$ cat src/rtl/pipe_pkg.sv
// Shared types for the forwarding scoreboard: the per-stage entry and
// the forward-select width helper.
package pipe_pkg;

  localparam int DEST_W = 5;

  typedef struct packed {
    logic              valid;
    logic              we;
    logic              load;
    logic [DEST_W-1:0] dest;
  } stage_t;

  // Select encodes 0 = register file, k+1 = stage k, so NSTG+1 codes.
  function automatic int sel_width(input int nstg);
    return $clog2(nstg + 1);
  endfunction

endpackage

$ cat src/rtl/md_busy_ctr.sv
// Multiply/divide busy counter: reloads on every accepted MD issue and
// counts down to zero; busy while non-zero.
module md_busy_ctr #(
  parameter int MD_LAT = 32
) (
  input  logic clk,
  input  logic reset,
  input  logic i_load,
  output logic o_busy
);

  localparam int CW = $clog2(MD_LAT + 1);

  logic [CW-1:0] r_cnt;

  // Reload wins over decrement so back-to-back MD ops restart the window.
  always_ff @(posedge clk or negedge reset) begin
    if (!reset)              r_cnt <= '0;
    else if (i_load)         r_cnt <= CW'(MD_LAT);
    else if (r_cnt != '0)    r_cnt <= r_cnt - CW'(1);
  end

  assign o_busy = (r_cnt != '0);

endmodule

$ cat src/rtl/fwd_scoreboard.sv
// Forwarding scoreboard: tracks writers in the stages after D, picks the
// youngest matching producer per source port and stalls D when that
// producer cannot forward yet or when hi/lo is read during an MD op.
module fwd_scoreboard
  import pipe_pkg::*;
#(
  parameter int NSRC   = 2,
  parameter int NSTG   = 3,
  parameter int AW     = 5,
  parameter int LD_RDY = 2,
  parameter int MD_LAT = 32
) (
  input  logic                                  clk,
  input  logic                                  reset,
  input  logic [NSTG-1:0]                       stall_i,
  input  logic [NSTG-1:0]                       flush_i,
  input  logic                                  issue_valid_i,
  input  logic                                  issue_we_i,
  input  logic [AW-1:0]                         issue_dest_i,
  input  logic                                  issue_load_i,
  input  logic                                  issue_md_i,
  input  logic                                  hilo_acc_i,
  input  logic [NSRC*AW-1:0]                    src_addr_i,
  input  logic [NSRC-1:0]                       src_used_i,
  output logic [NSRC*sel_width(NSTG)-1:0]       fwd_sel_o,
  output logic                                  stall_o,
  output logic                                  md_busy_o
);

  localparam int SELW = sel_width(NSTG);

  stage_t [NSTG-1:0] w_stg;
  stage_t            w_issue;
  logic   [NSTG-1:0] w_rdy;
  logic   [NSRC-1:0] w_nrdy;
  logic              w_md_busy;
  logic              w_md_acc;

  // A stalled D enters stage 0 as a bubble.
  assign w_issue = '{valid: issue_valid_i & ~stall_o,
                     we:    issue_we_i,
                     load:  issue_load_i,
                     dest:  issue_dest_i};

  for (genvar k = 0; k < NSTG; k++) begin : g_stg
    localparam logic RDY_LD = (k >= LD_RDY);
    localparam logic RDY_AL = (k >= 1);
    stage_t r_q;
    stage_t w_d;

    if (k == 0) begin : g_head
      assign w_d = w_issue;
    end else begin : g_body
      assign w_d = w_stg[k-1];
    end

    // Flush beats stall; stall holds the entry in place.
    always_ff @(posedge clk or negedge reset) begin
      if (!reset)           r_q <= '0;
      else if (flush_i[k])  r_q <= '0;
      else if (!stall_i[k]) r_q <= w_d;
    end

    assign w_stg[k] = r_q;
    assign w_rdy[k] = w_stg[k].load ? RDY_LD : RDY_AL;
  end

  for (genvar j = 0; j < NSRC; j++) begin : g_port
    logic [AW-1:0]   w_addr;
    logic [NSTG-1:0] w_hit;
    logic [SELW-1:0] w_sel;
    logic            w_nr;

    assign w_addr = src_addr_i[j*AW +: AW];

    for (genvar k = 0; k < NSTG; k++) begin : g_hit
      assign w_hit[k] = w_stg[k].valid & w_stg[k].we & (w_stg[k].dest == w_addr) &
                        (w_addr != '0) & src_used_i[j];
    end

    // Scan oldest to youngest so the youngest (lowest k) match wins.
    always_comb begin
      w_sel = '0;
      w_nr  = 1'b0;
      for (int k = NSTG - 1; k >= 0; k--) begin
        if (w_hit[k]) begin
          w_sel = SELW'(k + 1);
          w_nr  = ~w_rdy[k];
        end
      end
    end

    assign fwd_sel_o[j*SELW +: SELW] = w_sel;
    assign w_nrdy[j]                 = w_nr;
  end

  assign stall_o   = (|w_nrdy) | (hilo_acc_i & w_md_busy);
  assign w_md_acc  = issue_valid_i & issue_md_i & ~stall_o & ~stall_i[0] & ~flush_i[0];
  assign md_busy_o = w_md_busy;

  md_busy_ctr #(.MD_LAT(MD_LAT)) u_md (
    .clk    (clk),
    .reset  (reset),
    .i_load (w_md_acc),
    .o_busy (w_md_busy)
  );

endmodule

$ cat config.mk
export PLATFORM = sky130hd
export DESIGN_NAME = fwd_scoreboard
export DESIGN_NICKNAME = d
export VERILOG_FILES = /design/src/rtl/pipe_pkg.sv /design/src/rtl/md_busy_ctr.sv /design/src/rtl/fwd_scoreboard.sv
export SDC_FILE = /design/constraint.sdc
export NUM_CORES = 1
export LEC_CHECK = 0
export CAP_MARGIN = 5
export CELL_PAD_IN_SITES_DETAIL_PLACEMENT = 1
export CELL_PAD_IN_SITES_GLOBAL_PLACEMENT = 2
export CORE_MARGIN = 3
export CORE_UTILIZATION = 39
export DETAILED_ROUTE_END_ITERATION = 12
export DONT_BUFFER_PORTS = 1
export PLACE_DENSITY_LB_ADDON = 0.1
export SLEW_MARGIN = 10
export SYNTH_ARGS = -nofsm -noshare
export SYNTH_HDL_FRONTEND = slang
export SYNTH_SLANG_ARGS = --single-unit
$ cat constraint.sdc
create_clock -name clk -period 3.1 [get_ports clk]
set_clock_uncertainty 0.15 [all_clocks]
set_input_delay 0.775 -clock clk [delete_from_list [all_inputs] [get_ports clk]]
set_output_delay 0.775 -clock clk [all_outputs]
set_load 0.05 [all_outputs]
==> reports/metrics.yaml <==
p_leak_nw: 0.8822
wl_per_cell_um: 19.59
finalCritPeriodShare_pct: 98.16
die_y_um: 71.98
avgSynthCellArea_um2: 10.05
fmax_ghz: 0.3286
slew_headroom_pct: 67.09
cts_buffer_depth: 2
drtIter0Drc: 94
io_pins: 36
vdd_ir_drop_max_mv: 0.2268
r2r_slack_ns: 0.81
synth_fp_nets: 200
crit_arrival_ns: 2.12
synthToLayoutAreaGrowth_pct: 20.12
synthArstFlopShare_pct: 100.0
status: "completed"
num-fill-cells: 455
synth-edff-count: 0
cp.required_ns: 2.17
overflow: 0
dieArea_mm2: 0.005181
synth_cell_type_count: 30
initial_core_util_pct: 41.55
syn_area_mm2: 0.001698
die_w_um: 71.98
core_mm2: 0.004086
grt_use_total_pct: 19.77
ys_seq_area_share_pct: 42.74
drt-pass1-iter-count: 4
synth_top_area_share_pct: 42.74
seq_area_um2: 725.7
cts_root_buffer: "clkbuf_8"
grt_max_degree: 30
synth-main-ff-cell: "dfrtp_1"
stdcell_count: 235
synth_area_leaders: "dfrtp_1, mux2i_1, xnor2_1"
worst_hold_slack_ns: 0.03025
vias: 1317
yosys_warnings: 0
htree_num_levels: 2
numCtsBuffers: 5
yosysTopAreaCell: "dfrtp_1"
start_kind: "input pin"
drive_gt1_share_pct: 19.46
final_common_cell: "dfrtp_1"
post-dp-hpwl_um: 3671
dp_cells: 227
drv_cap: 0
via_per_inst: 5.604
synthCells: 169
slew_viol_final: 0
layout.nets: 215
worst_setup_path_end_kind: "output port"
layout_common_cells: "dfrtp_1, xnor2_1, nor2_1, mux2i_1, buf_4"
tightest_slew_ns: 0.4936
worst_slack_ns: 0.05715
placementRows: 23
place_congestion: 0.8162
hold_violations: 0
rsz0062_at_grt: "yes"
cts_tree: "yes"
ant_nets: 0
grt_pass1_wl_um: 7693
io_buffers: 0
cts_setup_buffers: 0
antenna-diode-count: 0
antenna_found_initial: 0
drt_wl_total_um: 4604
crit_type: "in2out"
drc: 0
cts.sinks: 29
grt_pass1_vias: 1505
min_period_ns: 3.043
multiInputGateArea_um2: 968.4
insertion_delay_ns: 0.28
power.density_mw_per_mm2: 565.2
ys_seq_elements: 29
dpl_worst_slack_ns: 0.04246
crit_fanout: 4
clkSlewWorstSetupHoldPaths_ns: 0.07
hp-class: "in2async"
setup_viol: 0
-- metal layers --
| metal | vias up | routed length (um) | GRT usage (%) |
|---|---|---|---|
| met5 | - | 0 | 0 |
| met4 | 0 | 70 | 6.263 |
| met3 | 6 | 282 | 5.679 |
| met2 | 33 | 2399 | 34.59 |
| met1 | 658 | 1852 | 23.34 |
| li1 | 620 | - | - |
-- metrics by stage --
stage / power (mW) / setup TNS (ns) / util, % / instance area (um2)
after floorplan: 0.6775 / -0.01130 / - / 1723
after global placement: 0.7144 / 0 / 46.85 / 1914
after detailed placement: 0.7447 / 0 / 46.85 / 1914
after CTS: 1.164 / 0 / 49.79 / 2034
after global routing: 1.228 / -0.04691 / 49.91 / 2039
final: 1.153 / 0 / 49.91 / 2039
-- synth_stat cells, types with 3 or more instances --
cell type  count
a21oi_1       10
nand4_1        6
nand2_1        9
xnor2_1       25
clkbuf_1       3
dfrtp_1       29
nor4_1         3
nor2_1        24
xor2_1         6
or4_1          4
mux2i_1       22
inv_1          4
-- final timing paths --
kind,from,end,depth (start not counted)
hold reg to reg,g_stg[2].r_q[7]$_DFFE_PN0P_,g_stg[2].r_q[7]$_DFFE_PN0P_,2
min in group clk,g_stg[2].r_q[7]$_DFFE_PN0P_,g_stg[2].r_q[7]$_DFFE_PN0P_,2
hold / removal,reset,g_stg[2].r_q[2]$_DFFE_PN0P_,0
setup reg to reg,u_md.r_cnt[0]$_DFFE_PN0P_,u_md.r_cnt[1]$_DFFE_PN0P_,7
setup / recovery,src_addr_i[6],fwd_sel_o[3],5
max in group asynchronous,reset,g_stg[1].r_q[3]$_DFFE_PN0P_,0
-- repair_timing --
action                     4_1_cts  5_1_grt
gates resized for setup          0        1
setup endpoints to repair        0        1
hold buffers                     0        0
-- state kept, by name, indices dropped and copies added (netlist names) --
| name | count |
|---|---|
| g_stg.r_q | 23 |
| u_md.r_cnt | 6 |
-- critical path, stage by stage --
cell	delay [ns]
xnor2_1	0.14
nand4_1	0.12
or4_2	0.70
a21oi_2	0.23
buf_12	0.16
-- cell type report --
class | instances | area share (%)
multi-input combinational | 131 | 47.48
sequential | 29 | 35.58
timing repair buffer | 13 | 7.239
clock buffer | 6 | 4.049
tap | 50 | 3.067
clock inverter | 2 | 1.840
inverter | 4 | 0.7362
-- cell families (layout without fill, tap and decap cells) --
group,Yosys count,in the layout,share of synthesized area (%)
simple gates,55,55,16.36
xor+xnor,31,31,15.99
flops,29,29,42.74
mux,23,23,13.63
compound gates,21,21,8.549
buf+inv,9,25,1.990
fa+ha+maj,1,1,0.7368
-- report_power, final --
part	internal, mW	switching [mW]
sequential	0.430	0.0507
clock	0.261	0.156
combinational	0.128	0.127
total	0.819	0.334
(Power assumes the default switching activity.)
